File: src/rtl/boreal_rpeak_detect.sv
// R-peak detector: first-difference magnitude, adaptive threshold, refractory window, beat pulse with RR/amp.
// Optional idle threshold decay is built when BOREAL_RPEAK_DECAY_EN is defined.
module boreal_rpeak_detect #(
   parameter int unsigned SAMPLE_W    = 24,
   parameter int unsigned RR_W        = 16,
   parameter int unsigned THRESH_INIT = 1000,
   parameter int unsigned THRESH_MIN  = 64,
   parameter int unsigned DECAY_SHIFT = 3,
   parameter int unsigned REFRACT     = 50,
   parameter int unsigned MAX_WIDTH   = 40
) (
   input  logic                clk,
   input  logic                rst_n,
   input  logic                in_valid,
   input  logic [SAMPLE_W-1:0] x,
   output logic                peak,
   output logic [RR_W-1:0]     rr,
   output logic                rr_valid,
   output logic [SAMPLE_W:0]   amp,
   output logic [SAMPLE_W:0]   thr
);

   localparam int unsigned MW   = SAMPLE_W + 1;
   localparam int unsigned TW   = SAMPLE_W + 3;
   localparam int unsigned WC_W = $clog2(MAX_WIDTH + 1);
   localparam int unsigned RC_W = $clog2(REFRACT + 1);
   localparam logic [RR_W-1:0] RR_MAX    = '1;
   localparam logic [TW-1:0]   THR_MAX   = TW'({MW{1'b1}});
   localparam logic [TW-1:0]   THR_FLOOR = TW'(THRESH_MIN);

   typedef enum logic [1:0] {
      S_SEARCH  = 2'd0,
      S_RISE    = 2'd1,
      S_REFRACT = 2'd2
   } state_e;

   // Clamp a widened threshold back into [THRESH_MIN, 2^MW-1].
   function automatic logic [MW-1:0] clamp_thr(input logic [TW-1:0] v);
      logic [TW-1:0] r;
      r = v;
      if (v < THR_FLOOR) begin
         r = THR_FLOOR;
      end else if (v > THR_MAX) begin
         r = THR_MAX;
      end
      return MW'(r);
   endfunction

   // Stage 1: |x - x_prev|, forced to zero on the first sample after reset.
   logic [SAMPLE_W-1:0]  x_prev_q;
   logic                 prime_q;
   logic                 m_valid_q;
   logic [MW-1:0]        m_q;
   logic signed [MW-1:0] diff_c;
   logic [MW-1:0]        mag_c;

   always_comb begin
      diff_c = MW'($signed(x)) - MW'($signed(x_prev_q));
      mag_c  = diff_c[MW-1] ? $unsigned(-diff_c) : $unsigned(diff_c);
   end

   always_ff @(posedge clk or negedge rst_n) begin
      if (!rst_n) begin
         x_prev_q  <= '0;
         prime_q   <= 1'b0;
         m_valid_q <= 1'b0;
         m_q       <= '0;
      end else begin
         m_valid_q <= in_valid;
         if (in_valid) begin
            x_prev_q <= x;
            prime_q  <= 1'b1;
            m_q      <= prime_q ? mag_c : '0;
         end
      end
   end

   // Stage 2 state
   state_e          state_q, state_d;
   logic [MW-1:0]   pk_q, pk_d;
   logic [WC_W-1:0] wcnt_q, wcnt_d;
   logic [RC_W-1:0] rcnt_q, rcnt_d;
   logic [RR_W-1:0] rr_cnt_q, rr_cnt_d;
   logic            seen_q, seen_d;
   logic            peak_q, peak_d;
   logic [RR_W-1:0] rr_q, rr_d;
   logic            rr_valid_q, rr_valid_d;
   logic [MW-1:0]   amp_q, amp_d;
   logic [MW-1:0]   thr_q, thr_d;

   logic            emit_c;
   logic [MW-1:0]   pk_sel_c;
   logic [TW-1:0]   thr_ext_c;
   logic [TW-1:0]   thr_raw_c;
   logic [RR_W-1:0] rr_sat_c;
   logic            decay_fire_c;
   logic [MW-1:0]   thr_decay_c;

   always_comb begin
      pk_sel_c  = (m_q >= pk_q) ? m_q : pk_q;
      thr_ext_c = TW'(thr_q);
      thr_raw_c = thr_ext_c - (thr_ext_c >> DECAY_SHIFT) + (TW'(pk_sel_c >> 1) >> DECAY_SHIFT);
      rr_sat_c  = (rr_cnt_q == RR_MAX) ? RR_MAX : rr_cnt_q + RR_W'(1);
   end

`ifdef BOREAL_RPEAK_DECAY_EN
   // Idle decay: every 256 quiet SEARCH samples shave thr by 1/16.
   logic [7:0] dcnt_q, dcnt_d;

   always_comb begin
      dcnt_d       = dcnt_q;
      decay_fire_c = 1'b0;
      thr_decay_c  = clamp_thr(TW'(thr_q) - (TW'(thr_q) >> 4));
      if (m_valid_q) begin
         if ((state_q == S_SEARCH) && !(m_q > thr_q)) begin
            if (dcnt_q == 8'd255) begin
               decay_fire_c = 1'b1;
               dcnt_d       = '0;
            end else begin
               dcnt_d = dcnt_q + 8'd1;
            end
         end else begin
            dcnt_d = '0;
         end
      end
   end

   always_ff @(posedge clk or negedge rst_n) begin
      if (!rst_n) begin
         dcnt_q <= '0;
      end else begin
         dcnt_q <= dcnt_d;
      end
   end
`else
   assign decay_fire_c = 1'b0;
   assign thr_decay_c  = thr_q;
`endif

   // Beat FSM next-state and output logic; EMIT is folded into the RISE sample.
   always_comb begin
      state_d    = state_q;
      pk_d       = pk_q;
      wcnt_d     = wcnt_q;
      rcnt_d     = rcnt_q;
      rr_cnt_d   = rr_cnt_q;
      seen_d     = seen_q;
      peak_d     = 1'b0;
      rr_d       = rr_q;
      rr_valid_d = rr_valid_q;
      amp_d      = amp_q;
      thr_d      = thr_q;
      emit_c     = 1'b0;
      if (m_valid_q) begin
         case (state_q)
            S_SEARCH: begin
               if (m_q > thr_q) begin
                  state_d = S_RISE;
                  pk_d    = m_q;
                  wcnt_d  = WC_W'(1);
               end
            end
            S_RISE: begin
               pk_d = pk_sel_c;
               if ((m_q < thr_q) || (wcnt_q == WC_W'(MAX_WIDTH))) begin
                  emit_c = 1'b1;
               end else begin
                  wcnt_d = wcnt_q + WC_W'(1);
               end
            end
            S_REFRACT: begin
               if (rcnt_q <= RC_W'(1)) begin
                  state_d = S_SEARCH;
                  rcnt_d  = '0;
               end else begin
                  rcnt_d = rcnt_q - RC_W'(1);
               end
            end
            default: state_d = S_SEARCH;
         endcase

         if (emit_c) begin
            peak_d     = 1'b1;
            amp_d      = pk_sel_c;
            rr_d       = rr_sat_c;
            rr_valid_d = seen_q;
            seen_d     = 1'b1;
            rr_cnt_d   = '0;
            thr_d      = clamp_thr(thr_raw_c);
            rcnt_d     = RC_W'(REFRACT);
            state_d    = S_REFRACT;
         end else if (seen_q && (rr_cnt_q != RR_MAX)) begin
            rr_cnt_d = rr_cnt_q + RR_W'(1);
         end

         if (decay_fire_c) begin
            thr_d = thr_decay_c;
         end
      end
   end

   always_ff @(posedge clk or negedge rst_n) begin
      if (!rst_n) begin
         state_q    <= S_SEARCH;
         pk_q       <= '0;
         wcnt_q     <= '0;
         rcnt_q     <= '0;
         rr_cnt_q   <= '0;
         seen_q     <= 1'b0;
         peak_q     <= 1'b0;
         rr_q       <= '0;
         rr_valid_q <= 1'b0;
         amp_q      <= '0;
         thr_q      <= MW'(THRESH_INIT);
      end else begin
         state_q    <= state_d;
         pk_q       <= pk_d;
         wcnt_q     <= wcnt_d;
         rcnt_q     <= rcnt_d;
         rr_cnt_q   <= rr_cnt_d;
         seen_q     <= seen_d;
         peak_q     <= peak_d;
         rr_q       <= rr_d;
         rr_valid_q <= rr_valid_d;
         amp_q      <= amp_d;
         thr_q      <= thr_d;
      end
   end

   assign peak     = peak_q;
   assign rr       = rr_q;
   assign rr_valid = rr_valid_q;
   assign amp      = amp_q;
   assign thr      = thr_q;

endmodule

File: config.mk
export PLATFORM = sky130hd
export DESIGN_NAME = boreal_rpeak_detect
export DESIGN_NICKNAME = d
export VERILOG_FILES = /design/src/rtl/boreal_rpeak_detect.sv
export SDC_FILE = /design/constraint.sdc
export NUM_CORES = 1
export LEC_CHECK = 0
export CORE_ASPECT_RATIO = 1.4
export CORE_MARGIN = 2
export CORE_UTILIZATION = 50
export CTS_BUF_LIST = sky130_fd_sc_hd__clkbuf_4
export CTS_CLUSTER_DIAMETER = 100
export DETAILED_ROUTE_END_ITERATION = 6
export HOLD_SLACK_MARGIN = 0.15
export PLACE_DENSITY_LB_ADDON = 0.2
export SYNTH_ARGS = -nofsm -noshare
export SYNTH_HDL_FRONTEND = slang
export SYNTH_SLANG_ARGS = --single-unit
File: constraint.sdc
create_clock -name clk -period 7.72 [get_ports clk]
set_input_delay 1.93 -clock clk [delete_from_list [all_inputs] [get_ports clk]]
set_output_delay 1.93 -clock clk [all_outputs]
set_load 0.02 [all_outputs]
* Word level (Yosys, flattened, before mapping)
Cells that the tools add are included.
Operators by class: $add $sub $neg 7, $lt $le $gt $ge 6, equality and inequality tests 10, multiplexer cells 25, reduce and logical (&&, ||, !) cells 12
Operator list (number):
- two-way mux 25 bit | 6
- one-hot mux 25 bit (2 select lines) | 1
- two-way mux 16 bit | 3
- two-way mux 6 bit | 5
- adder 26 x 22 -> 27 bit | 1
- greater-than comparator 27 x 25 -> 1 bit (second input constant) | 1
- less-than comparator 27 x 7 -> 1 bit (second input constant) | 1
- subtractor 25 x 22 -> 26 bit | 1
- >= comparator 25 bit | 1
- greater-than comparator 25 bit | 1
- less-than comparator 25 bit | 1
- negator 25 bit | 1
- subtractor 24 x 24 -> 25 bit | 1
- adder 16 x 1 -> 16 bit (second input constant) | 1
- equality test 16 bit (second input constant) | 1
- inequality test 16 bit (second input constant) | 1
- one-hot mux 6 bit (2 select lines) | 1
- AND reduction 4 bit | 2
- adder 6 x 1 -> 6 bit (second input constant) | 1
- equality test 6 bit (second input constant) | 1
- <= comparator 6 x 1 -> 1 bit (second input constant) | 1
- two-way mux 2 bit | 3
- inequality test 2 bit (second input constant) | 3
- inequality test 3 bit (second input constant) | 2
- other kinds (11) | 19
Storage, ports and cells: flip-flop bits (word level) 175, input bits 27, output and inout port bits 68, logic and storage cells 75

* Logic depth before layout (Yosys ltp)
depth after elaboration 7, mapped depth 29, gate-level depth less buffers 26

* Least setup slack after synthesis
No wires, ideal clock.
path kind flip-flop to flip-flop, from reg m_q[2], to reg thr_q[6] (netlist: thr[6]), library setup time 0.073 ns, data arrival time 5.682 ns, data required time 7.647 ns, path slack 1.965 ns, stages on the path, launching flop included 27, clock period less this slack 5.755 ns, cells stage by stage dfrtp_1 -> ha_1 -> nand4_1 -> nor2_1 -> nor2_1 -> a21boi_0 -> o21a_1 -> o21a_1 -> o21bai_1 -> a21oi_1 -> o22a_1 -> clkbuf_1 -> buf_1 -> mux2i_1 -> inv_1 -> ha_1 -> a211oi_1 -> o21bai_1 -> o31ai_2 -> o311a_1 -> o21ai_1 -> a311o_2 -> o2111ai_1 -> nor4b_1 -> o21ai_1 -> a2111oi_4 -> o21bai_1
On the way: longest elaborated chain between the ends 6, elaborated cells between the ends (all ways) 13, those cells by class add/sub: 1; order compare: 4; mux: 6; reduce/logical: 2
RTL lines:
- start, declared | RTL line 53 | logic [MW-1:0] m_q;
- start signal, assigned | RTL line 73 | m_q <= prime_q ? mag_c : '0;
- >= comparator 25 bit * | RTL line 100 | pk_sel_c = (m_q >= pk_q) ? m_q : pk_q;
- two-way mux 25 bit * | RTL line 100
- net pk_sel_c[5] | RTL line 92 | logic [MW-1:0] pk_sel_c;
- adder 26 x 22 -> 27 bit * | RTL line 102 | thr_raw_c = thr_ext_c - (thr_ext_c >> DECAY_SHIFT) + (TW'(pk_sel_c >> 1) >> DECAY_SHIFT);
- greater-than comparator 27 x 25 -> 1 bit | RTL line 43 | end else if (v > THR_MAX) begin
- two-way mux 25 bit | RTL line 43
- two-way mux 25 bit * | RTL line 41 | if (v < THR_FLOOR) begin
- end signal, assigned | RTL line 214 | thr_q <= MW'(THRESH_INIT);
- end signal, assigned | RTL line 226 | thr_q <= thr_d;
- end, declared | RTL line 89 | logic [MW-1:0] thr_q, thr_d;
Mark *: on every way through the listed nets, which the timed path passes. The rest lies on a longest branch. The select of a mux whose other input is x is not followed. A chain may end at the register's enable or synchronous reset.

* Worst setup path in the final report
Ends and elaborated chain as after synthesis.

==> run summary <==
The flow ran to the end, and the final reports show no timing, DRC or antenna violations. The fraction of layout cells with a size suffix above 1 came out at 0.0806. The largest net degree at the start of global routing is slightly above 100. The number of instances resized during post-cts repair is 0.

For this run, asynchronously set or reset flops after synthesis account for 1.00. The peak per-stage delay on the critical path came out at approximately 0.70 ns. The number of enable-type register cells in the synthesized netlist came out at 0.

The shortest clock period the worst path allows after layout is approximately 6.6 ns. The overall die area came out at roughly 0.027 mm². The clock transition at the registers of the reported paths came out at ~0.16 ns. The post-detailed-routing wire length is around 32000 µm. Setup repair after global routing left no endpoint under its margin. The area of placed instances came out at approximately 0.014 mm². In this run the remaining antenna-violating nets after routing total 0.

The normalized max-slew margin came out at 0.173. In the routed layout, each cell is associated on average with a via count of 5.86. The total of max-cap violations came out at 0. The count of different cell masters after synthesis is 87. The deepest clock path buffer count came out at 2. The highest clock rate is approximately 0.15 GHz.

The wire length per cell after detailed routing came out at between 15 and 20 µm. The number of global-route vias before repair came out at ~11000. The number of search-and-repair iterations in the first detailed-routing pass is 5. At the end of routability-driven placement, the weighted congestion stood at between 0.9 and 1. The slew at the pin closest to its max-slew limit came out at approximately 1.2 ns. Dividing the final minimum period by the clock period gives 0.857. The quantity of I/O buffers inserted on ports is 94.

The critical path endpoint category is a flip-flop. The tree is rooted in a clkbuf_4. The instance count after placement with tap cells included came out at 1801. The CTS tree is built. The sequential area share after synthesis came out at 0.342. The element type at the critical path start is a flip-flop. The number of antenna violations at the first check in global routing is 2.

The clock skew is 0.0240 ns. The horizontal die dimension is ~140 µm. The count of hold-fix buffers inserted at cts is 0. Once the clock tree was built, the setup fixing pass inserted 0 buffers. The worst path setup slack after routing is around 1.1 ns.

The worst hold path passes through 2 cells. Among all stages on the critical path, the largest delay is contributed by a2111oi_4. The number of buffer and inverter instances along the worst setup path is 1. By instance count, the cell type seen most on the critical path is o21bai_1.

The mean instance size in the synthesized netlist came out at between 8 and 9 µm². The placement row count came out at a little under 70. After routing the design area is roughly 0.014 mm². The flip-flop cell with the highest count after synthesis is dfrtp_1. The signal arrival time at the worst endpoint is between 7 and 8 ns. In this design, the largest share of critical-path delay is due to compound AO/OA/AOI/OAI gates.

The critical path depth came out at 24. The HPWL after detailed placement is around 24000 µm. The floorplan step defined a core boundary enclosing 0.0253 mm². The setup path with the least slack is of type reg -> reg.

The final setup violation count is 0. The synthesis warning total came out at 0. The starting density of the core is 0.507. The growth of design area from synthesis to finish came out at 11.8%. After the last flow step, the layout net total stands at between 1500 and 2000. The kind of path behind the tightest hold check is reg -> reg. The post-synthesis net count is 1584. The first global-routing pass estimated approximately 54000 µm of wire. The clock network latency to the later pin of the worst-skew pair is roughly 0.63 ns. The max-slew violation count is 0. The H-tree level count is 4. Measured along the y axis, the die boundary spans between 150 and 200 µm. The cell count after synthesis came out at about 1400. The flop and latch count out of synthesis came out at about 180. The final standard cell count with taps included and fillers excluded is about 1800.

The mapped cell area came out at about 0.013 mm². Measured in cells, the most critical reg-to-reg path has a length of 24. The final-layout setup total negative slack is 0 ns. The final-report hold violation count came to 0.

The post-place setup slack came out at between 1 and 1.5 ns. Along the worst path, the maximum fanout reaches 12. 95 I/O pins were placed.

The number of clock sinks came out at 175. The total overflow left after global routing is 0. The DRC violation total after the first TritonRoute iteration came out at 542. For this run, design rule violations remaining after detail routing come to 0. Clock tree synthesis inserted a total of 17 buffers.

The overall fraction of global-route tracks in use came out at 0.244. The critical path goes through ha_1 -> nand4_1 -> nor2_1 -> nor2_1 -> a21boi_0 -> o21a_1 -> o21a_1 -> o21bai_1 -> a21oi_1 -> o22a_1 -> mux2i_1 -> inv_1 -> ha_1 -> a211oi_1 -> o21bai_1 -> o31ai_2 -> o311a_1 -> o21ai_1 -> a311o_2 -> o2111ai_1 -> nor4b_1 -> o21ai_1 -> a2111oi_4 -> o21bai_1. STA puts the critical path data required time at just over 8 ns. Detailed routing inserted a total of 10800 vias.
## layout make-up
type                       instances  area (µm²)
timing repair buffer             101         990
sequential                       175        4390
fill                            2304       11000
clock inverter                    15         208
multi-input combinational       1083        7760
tap                              319         399
antenna                            2        5.00
inverter                         123         462
clock buffer                      17         128
## flip-flops by register name (all words and copies together), names as in the netlist, 2 cells and up
name	count
rr	16
m_q	25
wcnt_q	6
rr_cnt_q	16
thr	25
rcnt_q	6
pk_q	25
amp	25
state_q	2
x_prev_q	24
## cells by family after synthesis
family / count (synthesis) / synth area share
AO/OA/AOI/OAI: 424 / 0.214
XOR/XNOR: 90 / 0.0615
multiplexers: 74 / 0.0617
adder cells (fa/ha/maj): 126 / 0.125
buffers and inverters: 173 / 0.0524
flip-flops: 175 / 0.342
AND/OR/NAND/NOR: 369 / 0.143
## synth_stat cells, types with 6 or more instances
master     count  area [µm²]
a211oi_1      11        82.6
o22ai_1       19         119
nand3_1       28         140
o31ai_1       18         135
a21o_1        26         195
a31o_2         9        78.8
mux2_2        36         405
nand2b_1      10        62.6
xor2_1        25         219
and3_1        14        87.6
dfrtp_1      169        4230
nand2_1      113         424
nand4_1       16         100
o21ai_0      137         686
dfstp_2        6         158
nor2_1        76         285
o211ai_1       7        52.6
clkbuf_1      38         143
o21a_1        17         128
a2bb2oi_1      7        61.3
ha_1         123        1540
a31oi_1       19         119
inv_1        123         462
or2_2          9        56.3
or3_1         13        81.3
buf_1          6        22.5
o21bai_1      13        97.6
nor4_1         7        43.8
xnor2_1       65         569
nor3_1        27         135
mux2i_1       37         370
nor2b_1       25         156
a21oi_1       89         445
## path summary, 6_finish.rpt
check,start,end,slack (ns)
max,m_q[2]$_DFFE_PN0P_,thr[6]$_DFFE_PN1P_,1.10
min,rr_valid$_DFFE_PN0P_,rr_valid$_DFFE_PN0P_,0.50
max reg2reg,m_q[2]$_DFFE_PN0P_,thr[6]$_DFFE_PN1P_,1.10
min reg2reg,rr_valid$_DFFE_PN0P_,rr_valid$_DFFE_PN0P_,0.50
max in group asynchronous,rst_n,m_q[20]$_DFFE_PN0P_,4.77
min in group asynchronous,rst_n,rr[4]$_DFFE_PN0P_,1.38
## metal layers
| layer | routed length, µm | part of all wire | track usage | up-vias |
|---|---|---|---|---|
| li1 | - | - | - | 5285 |
| met1 | 13700 | 0.42 | 0.295 | 5210 |
| met2 | 16700 | 0.52 | 0.441 | 209 |
| met3 | 1050 | 0.033 | 0.0337 | 52 |
| met4 | 718 | 0.022 | 0.0816 | 0 |
| met5 | 0 | 0 | 0 | - |
## worst min-delay path, delay by kind of cell (launching register included)
family,cells,cell delay (ns)
DFF,1,0.37
and+or+nand+nor,2,0.11
## through the flow
step / utilization / hold slack [ns]
finish: 0.567 / 0.499
global route: 0.567 / 0.538
CTS: 0.567 / 0.509
detailed placement: 0.553 / 0.474
global placement: 0.553 / 0.465
floorplan: - / 0.466
## cell usage in the layout, fill, tap and decap left out, types with 11 or more instances in the layout
| master | n |
|---|---|
| nand4_1 | 16 |
| mux2_2 | 36 |
| xor2_1 | 25 |
| a211oi_1 | 11 |
| and3_1 | 14 |
| nand2_1 | 113 |
| ha_1 | 123 |
| nand3_1 | 28 |
| nor2_1 | 76 |
| clkbuf_4 | 17 |
| a21oi_1 | 89 |
| o31ai_1 | 18 |
| nor3_1 | 27 |
| o21bai_1 | 13 |
| dfrtp_1 | 169 |
| o22ai_1 | 19 |
| a31oi_1 | 19 |
| inv_1 | 122 |
| o21a_1 | 17 |
| mux2i_1 | 37 |
| clkdlybuf4s50_1 | 92 |
| xnor2_1 | 65 |
| nor2b_1 | 25 |
| or3_1 | 13 |
| o21ai_0 | 137 |
| a21o_1 | 26 |
Power is not shown: default switching activity piles up to over one toggle a cycle in this logic, so the estimate is an artifact.
